[src/rtl/decimal_to_bcd_entry_if.sv]
// Keypad-side and consumer-side signals of the decimal-to-BCD entry block.
// The slave modport is the entry block; the master modport is whoever drives the keys and consumes numbers.
interface decimal_to_bcd_entry_if #(
  parameter int DIGITS = 4
);
  localparam int CW = $clog2(DIGITS + 1);

  logic [9:0]          key;
  logic                enter;
  logic                clr;
  logic                key_valid;
  logic [3:0]          key_code;
  logic                err;
  logic [4*DIGITS-1:0] bcd_acc;
  logic [CW-1:0]       digit_count;
  logic [4*DIGITS-1:0] num_out;
  logic [CW-1:0]       num_count;
  logic                out_valid;
  logic                out_ready;

  modport master (
    output key, enter, clr, out_ready,
    input  key_valid, key_code, err, bcd_acc, digit_count, num_out, num_count, out_valid
  );

  modport slave (
    input  key, enter, clr, out_ready,
    output key_valid, key_code, err, bcd_acc, digit_count, num_out, num_count, out_valid
  );
endinterface

[src/rtl/decimal_to_bcd_entry.sv]
// Debounced 10-line decimal key encoder feeding a shifting BCD accumulator; a digit lands
// DEBOUNCE_CYCLES+1 edges after the key is first sampled; commits are held until the consumer takes them.
module decimal_to_bcd_entry #(
  parameter int DIGITS          = 4,
  parameter int DEBOUNCE_CYCLES = 4
) (
  input  logic                   clk,
  input  logic                   rst,
  decimal_to_bcd_entry_if.slave  bus
);
  localparam int CW = $clog2(DIGITS + 1);
  localparam int DW = 4 * DIGITS;
  localparam int NW = $clog2(DEBOUNCE_CYCLES + 1);

  typedef enum logic [1:0] {S_IDLE, S_DEBOUNCE, S_RELEASE} state_t;

  state_t          r_state;
  logic [9:0]      r_sync;
  logic [9:0]      r_key_s;
  logic [9:0]      r_cand;
  logic [NW-1:0]   r_cnt;
  logic            r_key_valid;
  logic [3:0]      r_key_code;
  logic            r_err;
  logic [DW-1:0]   r_acc;
  logic [CW-1:0]   r_count;
  logic [DW-1:0]   r_num;
  logic [CW-1:0]   r_num_count;
  logic            r_out_valid;

  state_t          w_state_nxt;
  logic [9:0]      w_cand_nxt;
  logic [9:0]      w_hit;
  logic [NW-1:0]   w_cnt_nxt;
  logic            w_accept;
  logic            w_multi;
  logic            w_onehot;
  logic [3:0]      w_code;
  logic            w_commit;
  logic [DW-1:0]   w_base_acc;
  logic [CW-1:0]   w_base_count;
  logic [DW-1:0]   w_acc_nxt;
  logic [CW-1:0]   w_count_nxt;
  logic            w_overflow;

  assign w_onehot = (r_key_s != '0) && ((r_key_s & (r_key_s - 10'd1)) == '0);

  // The counter tracks stable samples already seen; the last one of the run is the deciding edge.
  always_comb begin
    w_state_nxt = r_state;
    w_cand_nxt  = r_cand;
    w_cnt_nxt   = r_cnt;
    w_accept    = 1'b0;
    w_multi     = 1'b0;
    w_hit       = r_cand;
    case (r_state)
      S_IDLE: begin
        if (w_onehot) begin
          w_cand_nxt = r_key_s;
          w_hit      = r_key_s;
          if (DEBOUNCE_CYCLES == 1) begin
            w_accept    = 1'b1;
            w_cnt_nxt   = '0;
            w_state_nxt = S_RELEASE;
          end else begin
            w_cnt_nxt   = NW'(1);
            w_state_nxt = S_DEBOUNCE;
          end
        end else if (r_key_s != '0) begin
          w_multi     = 1'b1;
          w_cnt_nxt   = '0;
          w_state_nxt = S_RELEASE;
        end
      end
      S_DEBOUNCE: begin
        if (r_key_s != r_cand) begin
          w_cnt_nxt   = '0;
          w_state_nxt = S_IDLE;
        end else if (r_cnt == NW'(DEBOUNCE_CYCLES - 1)) begin
          w_accept    = 1'b1;
          w_cnt_nxt   = '0;
          w_state_nxt = S_RELEASE;
        end else begin
          w_cnt_nxt = r_cnt + NW'(1);
        end
      end
      S_RELEASE: begin
        if (r_key_s != '0) begin
          w_cnt_nxt = '0;
        end else if (r_cnt == NW'(DEBOUNCE_CYCLES - 1)) begin
          w_cnt_nxt   = '0;
          w_state_nxt = S_IDLE;
        end else begin
          w_cnt_nxt = r_cnt + NW'(1);
        end
      end
      default: begin
        w_cnt_nxt   = '0;
        w_state_nxt = S_IDLE;
      end
    endcase
  end

  always_comb begin
    w_code = '0;
    for (int i = 0; i < 10; i++) begin
      if (w_hit[i]) w_code = 4'(i);
    end
  end

  // A commit empties the accumulator first, so a digit accepted on the same edge starts the next number.
  assign w_commit     = bus.enter && !r_out_valid;
  assign w_base_acc   = w_commit ? '0 : r_acc;
  assign w_base_count = w_commit ? '0 : r_count;

  always_comb begin
    w_acc_nxt   = w_base_acc;
    w_count_nxt = w_base_count;
    w_overflow  = 1'b0;
    if (bus.clr) begin
      w_acc_nxt   = '0;
      w_count_nxt = '0;
    end else if (w_accept) begin
      if (w_base_count < CW'(DIGITS)) begin
        w_acc_nxt      = w_base_acc << 4;
        w_acc_nxt[3:0] = w_code;
        w_count_nxt    = w_base_count + CW'(1);
      end else begin
        w_overflow = 1'b1;
      end
    end
  end

  always_ff @(posedge clk) begin
    if (rst) begin
      r_state <= S_IDLE;
      r_sync  <= '0;
      r_key_s <= '0;
      r_cand  <= '0;
      r_cnt   <= '0;
    end else begin
      r_state <= w_state_nxt;
      r_sync  <= bus.key;
      r_key_s <= r_sync;
      r_cand  <= w_cand_nxt;
      r_cnt   <= w_cnt_nxt;
    end
  end

  always_ff @(posedge clk) begin
    if (rst) begin
      r_key_valid <= 1'b0;
      r_key_code  <= '0;
      r_err       <= 1'b0;
      r_acc       <= '0;
      r_count     <= '0;
      r_num       <= '0;
      r_num_count <= '0;
      r_out_valid <= 1'b0;
    end else begin
      r_key_valid <= w_accept;
      if (w_accept) r_key_code <= w_code;
      r_err   <= w_multi || w_overflow;
      r_acc   <= w_acc_nxt;
      r_count <= w_count_nxt;
      if (w_commit) begin
        r_num       <= r_acc;
        r_num_count <= r_count;
        r_out_valid <= 1'b1;
      end else if (r_out_valid && bus.out_ready) begin
        r_out_valid <= 1'b0;
      end
    end
  end

  assign bus.key_valid   = r_key_valid;
  assign bus.key_code    = r_key_code;
  assign bus.err         = r_err;
  assign bus.bcd_acc     = r_acc;
  assign bus.digit_count = r_count;
  assign bus.num_out     = r_num;
  assign bus.num_count   = r_num_count;
  assign bus.out_valid   = r_out_valid;
endmodule

[src/flat_wrapper.sv]
// flat-port wrapper written by rule: the top's interface ports become plain ports
module decimal_to_bcd_entry_flat 
#(
  parameter int DIGITS          = 4,
  parameter int DEBOUNCE_CYCLES = 4
)
  (clk, rst, bus_key, bus_enter, bus_clr, bus_out_ready, bus_key_valid, bus_key_code, bus_err, bus_bcd_acc, bus_digit_count, bus_num_out, bus_num_count, bus_out_valid);
  decimal_to_bcd_entry_if #(.DIGITS(DIGITS)) bus_i ();
  input  logic clk;
  input  logic rst;
  input wire logic [$bits(bus_i.key)-1:0] bus_key;
  input wire logic [$bits(bus_i.enter)-1:0] bus_enter;
  input wire logic [$bits(bus_i.clr)-1:0] bus_clr;
  input wire logic [$bits(bus_i.out_ready)-1:0] bus_out_ready;
  output wire logic [$bits(bus_i.key_valid)-1:0] bus_key_valid;
  output wire logic [$bits(bus_i.key_code)-1:0] bus_key_code;
  output wire logic [$bits(bus_i.err)-1:0] bus_err;
  output wire logic [$bits(bus_i.bcd_acc)-1:0] bus_bcd_acc;
  output wire logic [$bits(bus_i.digit_count)-1:0] bus_digit_count;
  output wire logic [$bits(bus_i.num_out)-1:0] bus_num_out;
  output wire logic [$bits(bus_i.num_count)-1:0] bus_num_count;
  output wire logic [$bits(bus_i.out_valid)-1:0] bus_out_valid;
  assign bus_i.key = bus_key;
  assign bus_i.enter = bus_enter;
  assign bus_i.clr = bus_clr;
  assign bus_i.out_ready = bus_out_ready;
  assign bus_key_valid = bus_i.key_valid;
  assign bus_key_code = bus_i.key_code;
  assign bus_err = bus_i.err;
  assign bus_bcd_acc = bus_i.bcd_acc;
  assign bus_digit_count = bus_i.digit_count;
  assign bus_num_out = bus_i.num_out;
  assign bus_num_count = bus_i.num_count;
  assign bus_out_valid = bus_i.out_valid;
  decimal_to_bcd_entry #(.DIGITS(DIGITS), .DEBOUNCE_CYCLES(DEBOUNCE_CYCLES)) u_core (.clk(clk), .rst(rst), .bus(bus_i));
endmodule
[config.mk]
export PLATFORM = sky130hd
export DESIGN_NAME = decimal_to_bcd_entry_flat
export DESIGN_NICKNAME = d
export VERILOG_FILES = /design/src/rtl/decimal_to_bcd_entry_if.sv /design/src/rtl/decimal_to_bcd_entry.sv /design/src/flat_wrapper.sv
export SDC_FILE = /design/constraint.sdc
export NUM_CORES = 1
export LEC_CHECK = 0
export ABC_CLOCK_PERIOD_IN_PS = 4950
export CORE_MARGIN = 2
export CORE_UTILIZATION = 40
export DETAILED_ROUTE_END_ITERATION = 7
export PLACE_DENSITY = 0.73
export REMOVE_ABC_BUFFERS = 1
export SLEW_MARGIN = 20
export SYNTH_ARGS = -nofsm -noshare
export SYNTH_HDL_FRONTEND = slang
export SYNTH_SLANG_ARGS = --single-unit
[constraint.sdc]
create_clock -name clk -period 4.95 [get_ports clk]
set_input_delay 1.485 -clock clk [delete_from_list [all_inputs] [get_ports clk]]
set_output_delay 1.485 -clock clk [all_outputs]
set_load 0.005 [all_outputs]
[After elaboration in Yosys (flattened, before gate mapping)]
Index checks and enable logic that the tools add are counted.
Operators by class
  $add $sub $neg: 3
  order comparisons: 1
  equal/unequal tests: 8
  multiplexer cells: 41
  bitwise gates (word level): 1
  reductions and logical operators: 12
Operators with widths (number)
  16-bit 2-to-1 mux: 3
  3-bit 2-to-1 mux: 12
  10-bit 2-to-1 mux: 2
  2-bit 2-to-1 mux: 8
  1-bit 2-to-1 mux: 12
  10-bit bitwise AND: 1
  10-bit zero test: 1
  10-bit != test: 1
  10-bit nonzero test: 1
  10-bit by 1-bit subtractor with 10-bit output, second input constant: 1
  3-bit case mux with 3 select lines: 1
  4-bit 2-to-1 mux: 2
  3-bit by 1-bit adder with 3-bit output, second input constant: 2
  3-bit by 1-bit != test with 1-bit output, second input constant: 2
  2-bit case mux with 3 select lines: 1
  4-bit AND reduction: 1
  3-bit by 2-bit equality test with 1-bit output, second input constant: 1
  1-bit logical AND: 3
  3-bit less-than comparator, second input constant: 1
  2-bit by 1-bit equality test with 1-bit output, second input constant: 1
  2-bit equality test, second input constant: 1
  2-bit zero test: 1
  2-bit by 1-bit != test with 1-bit output, second input constant: 1
  2-bit != test, second input constant: 1
  other kinds (5): 5
Word-level totals
  register bits after elaboration: 80
  input port bits: 15

[Longest topological paths before layout]
Gate-level depths: netlist of the first run.
  word-level depth: 17
  gate-level depth with buffers: 7
  gate-level depth less buffers: 6

[Least setup slack after synthesis of the first run]
OpenSTA, ideal clock, no wires.
  path kind: input-to-reg
  from: input port bus_enter
  to: register u_core.r_acc[10], in the netlist u_core.bus.bcd_acc[10]
  arrival time: 2.467 ns
  required time: 4.822 ns
  setup slack: 2.355 ns
  stages on the path: 7
  path buffers: 2
  path through: nand2b_1 -> clkbuf_1 -> a21oi_1 -> nor4b_4 -> buf_4 -> mux2i_1 -> nor2_1
Between the ends
  cells in the longest elaborated chain, start to end: 5
  elaborated cells between the ends (all ways): 6
  classes of those cells: 1 x order compare; 4 x mux; 1 x reduce/logical
RTL lines
  from (decl): RTL line flat_wrapper.sv:12  | input wire logic [$bits(bus_i.enter)-1:0] bus_enter;
  1-bit logical AND *: RTL line decimal_to_bcd_entry.sv:112  | assign w_commit = bus.enter && !r_out_valid;
  3-bit 2-to-1 mux: RTL line decimal_to_bcd_entry.sv:114  | assign w_base_count = w_commit ? '0 : r_count;
  3-bit less-than comparator: RTL line decimal_to_bcd_entry.sv:124  | if (w_base_count < CW'(DIGITS)) begin
  16-bit 2-to-1 mux: RTL line decimal_to_bcd_entry.sv:124
  16-bit 2-to-1 mux *: RTL line decimal_to_bcd_entry.sv:123  | end else if (w_accept) begin
  to (signal assigned): RTL line decimal_to_bcd_entry.sv:164  | r_acc <= w_acc_nxt;
  to (decl): RTL line decimal_to_bcd_entry.sv:25  | logic [DW-1:0] r_acc;
Every way passes the cells marked *; elsewhere a longest branch is shown, timed or not.
A chain may end at the register's enable or synchronous reset.

[Final worst setup path of the first run]
  from: input port bus_enter
  to: register u_core.r_acc[13], in the netlist u_core.bus.bcd_acc[13]
Same word-level chain as after synthesis.

==> flow_summary.json, run 1 <==
{
  "cap_violations": 0,
  "diodes": 0,
  "critical-path-top-delay-family": "buffers and inverters",
  "powerDensity_nw_per_um2": 302,
  "skew_ns": 0.00836,
  "ys.flop_type": "dfxtp_1",
  "initial_core_util_pct": 41.2,
  "port_buffers": 59,
  "grt_first_pass_wirelength_microns": 10500,
  "ys_seq_area_share_pct": 50.4,
  "crit_path_top_delay_cell": "clkdlybuf4s50_1",
  "cts_tree": "done",
  "avgSynthCellArea_sq_um": 9.44,
  "crit_fanout": 25,
  "cts_setup_buffers": 0,
  "synth_adder_area_share_pct": 0.787,
  "synth_top_family_by_area": "simple AND/OR/NAND/NOR gates",
  "ant_nets": 0,
  "required_ns": 5.16,
  "clk_pin_slew_ns": 0.07,
  "rsz0062_at_grt": "no",
  "tns_ns": 0,
  "timing.fmax_ghz": 0.333,
  "synth_edf_count": 0,
  "synthSimpleGateAreaFrac_pct": 23.1,
  "tightest_slew_ns": 0.552,
  "cp_cell_sequence": "clkdlybuf4s50_1, nand2b_1, buf_4, a21oi_1, nor4b_4, buf_4, mux2i_1, nor2_1",
  "grt.overflow.total": 0,
  "worstSetupPathType": "input port to register",
  "synth_compound_gate_area_share_pct": 12.2,
  "min_path_type": "register to register",
  "p_leak_uw": 0.00139,
  "final_max_slew_viol_count": 0,
  "fillCellCount": 730,
  "io_pins": 60,
  "htree_levels": 3,
  "cts_max_path_buffers": 2,
  "first_pass_iters": 5,
  "synthCells": 337,
  "timing_hold_violations_final": 0,
  "cts_resized": 0,
  "grt_pass1_vias": 2264,
  "synthDistinctLibCells": 50,
  "synth-xor-area-share_pct": 3.03,
  "yosys_warnings": 0,
  "nets": 411,
  "die_w_microns": 93.2,
  "netlist_area_sq_um": 3180,
  "cp-end-kind": "register",
  "wl_microns": 6280,
  "numCtsBuffers": 9,
  "route.detailed.drc": 0,
  "post-route-period-util_pct": 60.7,
  "mostFrequentLayoutCells": "dfxtp_1 (80), clkdlybuf4s50_1 (58), nand2_1 (44)",
  "core_sq_um": 7730,
  "avgRoutedWirePerCell_microns": 12.6,
  "worst_skew_pair.late_latency_ns": 0.34,
  "via_per_inst": 4.92,
  "vias": 2462,
  "globalplace.congestion": 0.860,
  "ir_worst_vdd_v": 0.000150,
  "critPathMaxStageDelay_ns": 0.47,
  "cts_hold_buf": 0,
  "final_common_cell": "dfxtp_1",
  "grt_start_max_net_pins": 36,
  "start_kind": "input port",
  "outcome": "completed",
  "drt-initial-drc-count": 85,
  "grt_usage_pct": 15.0,
  "setup_violations": 0,
  "worstPathArrival_ns": 3.22,
  "antenna_found_initial": 0,
  "drive_gt1_share_pct": 6.78,
  "power_uw": 1210,
  "slew_headroom_pct": 62.9,
  "die_h_microns": 93.2,
  "synth_mux_area_share_pct": 6.92,
  "placed_cell_area_sq_um": 3840,
  "crit_buf_inv": 3,
  "area_growth_pct": 25.5,
  "ys_seq_elements": 80,
  "finish.utilization_pct": 51.6,
  "async_reset_ff_share_pct": 0,
  "clock_sinks": 80,
  "crit_top_cell": "buf_4",
  "period_needed_ns": 3.01,
  "finalInstanceArea_sq_um": 3990,
  "rows": 32,
  "cts-root-buf": "clkbuf_8",
  "dieArea_sq_um": 8680,
  "dp_hpwl_microns": 4640
}
==> metal layers <==
metal / wire length (microns) / GRT usage, %
met1: 2910 / 19.1
met2: 3060 / 25.1
met3: 240 / 3.46
met4: 77 / 4.90
met5: 0 / 0
==> report_power, final <==
group,total (uW),internal (uW),switching [uW]
clock network,391,177,214
registers,678,660,17.5
logic,138,62.5,75.4
==> sequential cells by signal (all words and copies together) (netlist names), 2 cells and up <==
register                cells
u_core.bus.digit_count      3
u_core.r_state              2
u_core.bus.num_out         16
u_core.r_sync              10
u_core.bus.num_count        3
u_core.r_cand              10
u_core.bus.bcd_acc         16
u_core.r_key_s             10
u_core.bus.key_code         4
u_core.r_cnt                3
==> final cells by class <==
| class | instances | area [sq um] | share of cell area, % |
|---|---|---|---|
| Sequential cell | 80 | 1600 | 40.1 |
| Multi-Input combinational cell | 233 | 1460 | 36.6 |
| Timing Repair Buffer | 64 | 623 | 15.6 |
| Clock buffer | 11 | 131 | 3.29 |
| Tap cell | 102 | 128 | 3.20 |
| Clock inverter | 4 | 22.5 | 0.564 |
| Inverter | 6 | 22.5 | 0.564 |
==> cells by family after synthesis <==
kind of cell / Yosys count
buffers and inverters: 24
and+or+nand+nor: 139
adders and majority gates: 2
DFF: 80
AOI/OAI and AO/OA: 59
xor gates and xnor gates: 11
muxes: 22
==> path summary, 6_finish.rpt <==
kind,from,endpoint,slack [ns],cells past startpoint
worst max register to register,u_core.r_key_s[0],u_core.bus.bcd_acc[0],2.66,6
worst min-delay path,u_core.r_sync[2],u_core.r_key_s[2],0.44,1
worst max-delay path,bus_enter,u_core.bus.bcd_acc[13],1.94,8
worst min register to register,u_core.r_sync[2],u_core.r_key_s[2],0.44,1
==> Yosys cell counts, drive strengths merged (2+ instances only) <==
| cell | number | area (sq um) |
|---|---|---|
| dfxtp | 80 | 1600 |
| nand2 | 44 | 165 |
| nor2 | 32 | 120 |
| a21oi | 30 | 150 |
| mux2i | 22 | 220 |
| nor2b | 22 | 138 |
| clkbuf | 13 | 48.8 |
| nor3 | 9 | 50.1 |
| inv | 6 | 22.5 |
| nand2b | 6 | 37.5 |
| xor2 | 6 | 52.6 |
| buf | 5 | 46.3 |
| xnor2 | 5 | 43.8 |
| nor4 | 4 | 46.3 |
| o21ai | 4 | 20.0 |
| o31ai | 4 | 35.0 |
| a32o | 3 | 30.0 |
| and2 | 3 | 18.8 |
| nand3 | 3 | 15.0 |
| o21a | 3 | 22.5 |
| or3 | 3 | 18.8 |
| ha | 2 | 25.0 |
| nand3b | 2 | 15.0 |
| nand4 | 2 | 12.5 |
| nand4b | 2 | 17.5 |
| nor3b | 2 | 15.0 |
| o211ai | 2 | 15.0 |
| o21bai | 2 | 15.0 |
| or4 | 2 | 22.5 |
==> through the flow <==
step | cells | worst slack [ns] | hold slack [ns]
floorplan | 319 | 1.61 | 0.414
global placement | 485 | 1.68 | 0.417
detailed placement | 485 | 1.60 | 0.424
CTS | 500 | 1.96 | 0.441
global route | 500 | 1.83 | 0.459
finish | 500 | 1.94 | 0.438
==> worst register-to-register path: cells and delay by family, from the launching register on <==
kind	cells	cell delay, ns
AND/OR/NAND/NOR	1	0.56
buffers and inverters	1	0.23
flip-flops	1	0.36
AO/OA/AOI/OAI	4	1.03
Note: power is estimated with default switching activity, not from simulation.
==> run 2, diff against run 1 <==
- ABC_CLOCK_PERIOD_IN_PS: 4950 -> 2500
- PLACE_DENSITY: 0.73 -> 0.75
- clock period: 4.95 -> 2.5 ns (I/O delays scaled with it)
==> run 2 against run 1 <==
  * Core utilization grew 2.2 points
  * Highest routed layer unchanged
  * Non-clock buffer count grew 5
  * Wire length grew 4.6%
==> flow_summary.json, run 2 (synthesis results as in run 1) <==
{
  "crit_path_top_delay_cell": "nor4_2",
  "grt.overflow.total": 0,
  "powerDensity_nw_per_um2": 694,
  "dp_hpwl_microns": 4770,
  "topRoutingLayerUsed": "met4",
  "htree_levels": 3,
  "cap_violations": 0,
  "worstSetupPathType": "register to register",
  "worst_skew_pair.late_latency_ns": 0.35,
  "final_common_cell": "dfxtp_1",
  "slew_headroom_pct": 62.6,
  "ant_nets": 0,
  "numCtsBuffers": 9,
  "cp_cell_sequence": "nor4_2, nand4b_1, a311oi_2, buf_4, buf_4, mux2i_1, nor2_1",
  "fillCellCount": 691,
  "mostFrequentLayoutCells": "dfxtp_1 (80), clkdlybuf4s50_1 (58), nand2_1 (44)",
  "start_kind": "register",
  "cts_max_path_buffers": 2,
  "power_uw": 2880,
  "nets": 416,
  "regArea_sq_um": 1600,
  "antenna_found_initial": 0,
  "setup_violations": 0,
  "avgRoutedWirePerCell_microns": 13.0,
  "period_needed_ns": 2.30,
  "crit_fanout": 8,
  "drt-initial-drc-count": 153,
  "tightest_slew_ns": 0.556,
  "core_sq_um": 7730,
  "worst_slack_ns": 0.197,
  "area_growth_pct": 30.8,
  "initial_core_util_pct": 41.2,
  "timing.fmax_ghz": 0.434,
  "drive_gt1_share_pct": 8.66,
  "globalplace.congestion": 0.858,
  "cts_tree": "done",
  "cts_hold_buf": 0,
  "clock_sinks": 80,
  "cp-end-kind": "register",
  "grt_usage_pct": 15.8,
  "p_leak_uw": 0.00147,
  "min_path_type": "register to register",
  "outcome": "completed",
  "grt_start_max_net_pins": 48,
  "grt_pass1_vias": 2374,
  "cts_setup_buffers": 0,
  "vias": 2512,
  "port_buffers": 59,
  "final_max_slew_viol_count": 0,
  "die_h_microns": 93.2,
  "met2_length_microns": 3140,
  "met1Wirelength_microns": 3100,
  "crit_top_cell": "buf_4",
  "post-route-period-util_pct": 92.1,
  "critPathMaxStageDelay_ns": 0.56,
  "wl_microns": 6570,
  "dieArea_sq_um": 8680,
  "via_per_inst": 4.96,
  "worstPathArrival_ns": 2.52,
  "cts-root-buf": "clkbuf_8",
  "skew_ns": 0.0139,
  "die_w_microns": 93.2,
  "clk_pin_slew_ns": 0.08,
  "rows": 32,
  "first_pass_iters": 4,
  "grt_first_pass_wirelength_microns": 10900,
  "diodes": 0,
  "ir_worst_vdd_v": 0.000329,
  "multiInputGateArea_sq_um": 1460,
  "route.detailed.drc": 0,
  "timing_hold_violations_final": 0,
  "required_ns": 2.72,
  "rsz0062_at_grt": "no",
  "cts_resized": 0,
  "wl_met3_microns": 216,
  "dp_slack_ns": 0.139,
  "io_pins": 60
}
## run 2: changes by cell type in the layout (fill, tap and decap cells not counted), sizes merged
| cell | before | now |
|---|---|---|
| clkbuf | 11 | 9 |
| buf | 6 | 11 |
| clkinvlp | 1 | 0 |
| inv | 6 | 9 |
| bufinv | 0 | 4 |
| clkinv | 3 | 0 |
## run 2: final cells by class
cell class              instances  share of cell area (%)
flip-flops and latches         80                    38.5
inverters                       6                   0.542
clock inverters                 7                    3.58
repair buffers                 69                    16.2
well taps                     102                    3.07
clock buffers                   9                    2.98
multi-input cells             233                    35.1
## run 2: worst max-delay path, delay by kind of cell, from the launching register on
kind                   cells  cell delay [ns]
flip-flops                 1             0.37
AND/OR/NAND/NOR            3             0.81
multiplexers               1             0.18
AO/OA/AOI/OAI              1             0.39
buffers and inverters      2             0.43
## run 2: stage by stage
step / cell area, sq um / util (%) / cells / setup TNS [ns] / hold slack (ns)
floorplan: 3090 / - / 319 / -1.40 / 0.414
global placement: 3890 / 50.3 / 490 / 0 / 0.419
detailed placement: 3890 / 50.3 / 490 / 0 / 0.424
CTS: 4160 / 53.8 / 506 / 0 / 0.443
global route: 4160 / 53.8 / 506 / 0 / 0.458
finish: 4160 / 53.8 / 506 / 0 / 0.437
## run 2: path summary, 6_finish.rpt
check,start,to,slack (ns),cells past startpoint
setup / recovery,u_core.r_key_s[0],u_core.r_cand[3],0.20,7
hold / removal,u_core.r_sync[4],u_core.r_key_s[4],0.44,1
setup reg to reg,u_core.r_key_s[0],u_core.r_cand[3],0.20,7
hold reg to reg,u_core.r_sync[4],u_core.r_key_s[4],0.44,1
## run 2: per-layer routing
layer / GRT usage [%] / vias up
li1: - / 1282
met1: 19.7 / 1179
met4: 7.11 / 0
met3: 4.03 / 10
met5: 0 / -
met2: 25.6 / 41
## run 2: where the power goes
part           switching [uW]  internal (uW)
Sequential               35.6           1310
Combinational             150            131
Clock                     483            778
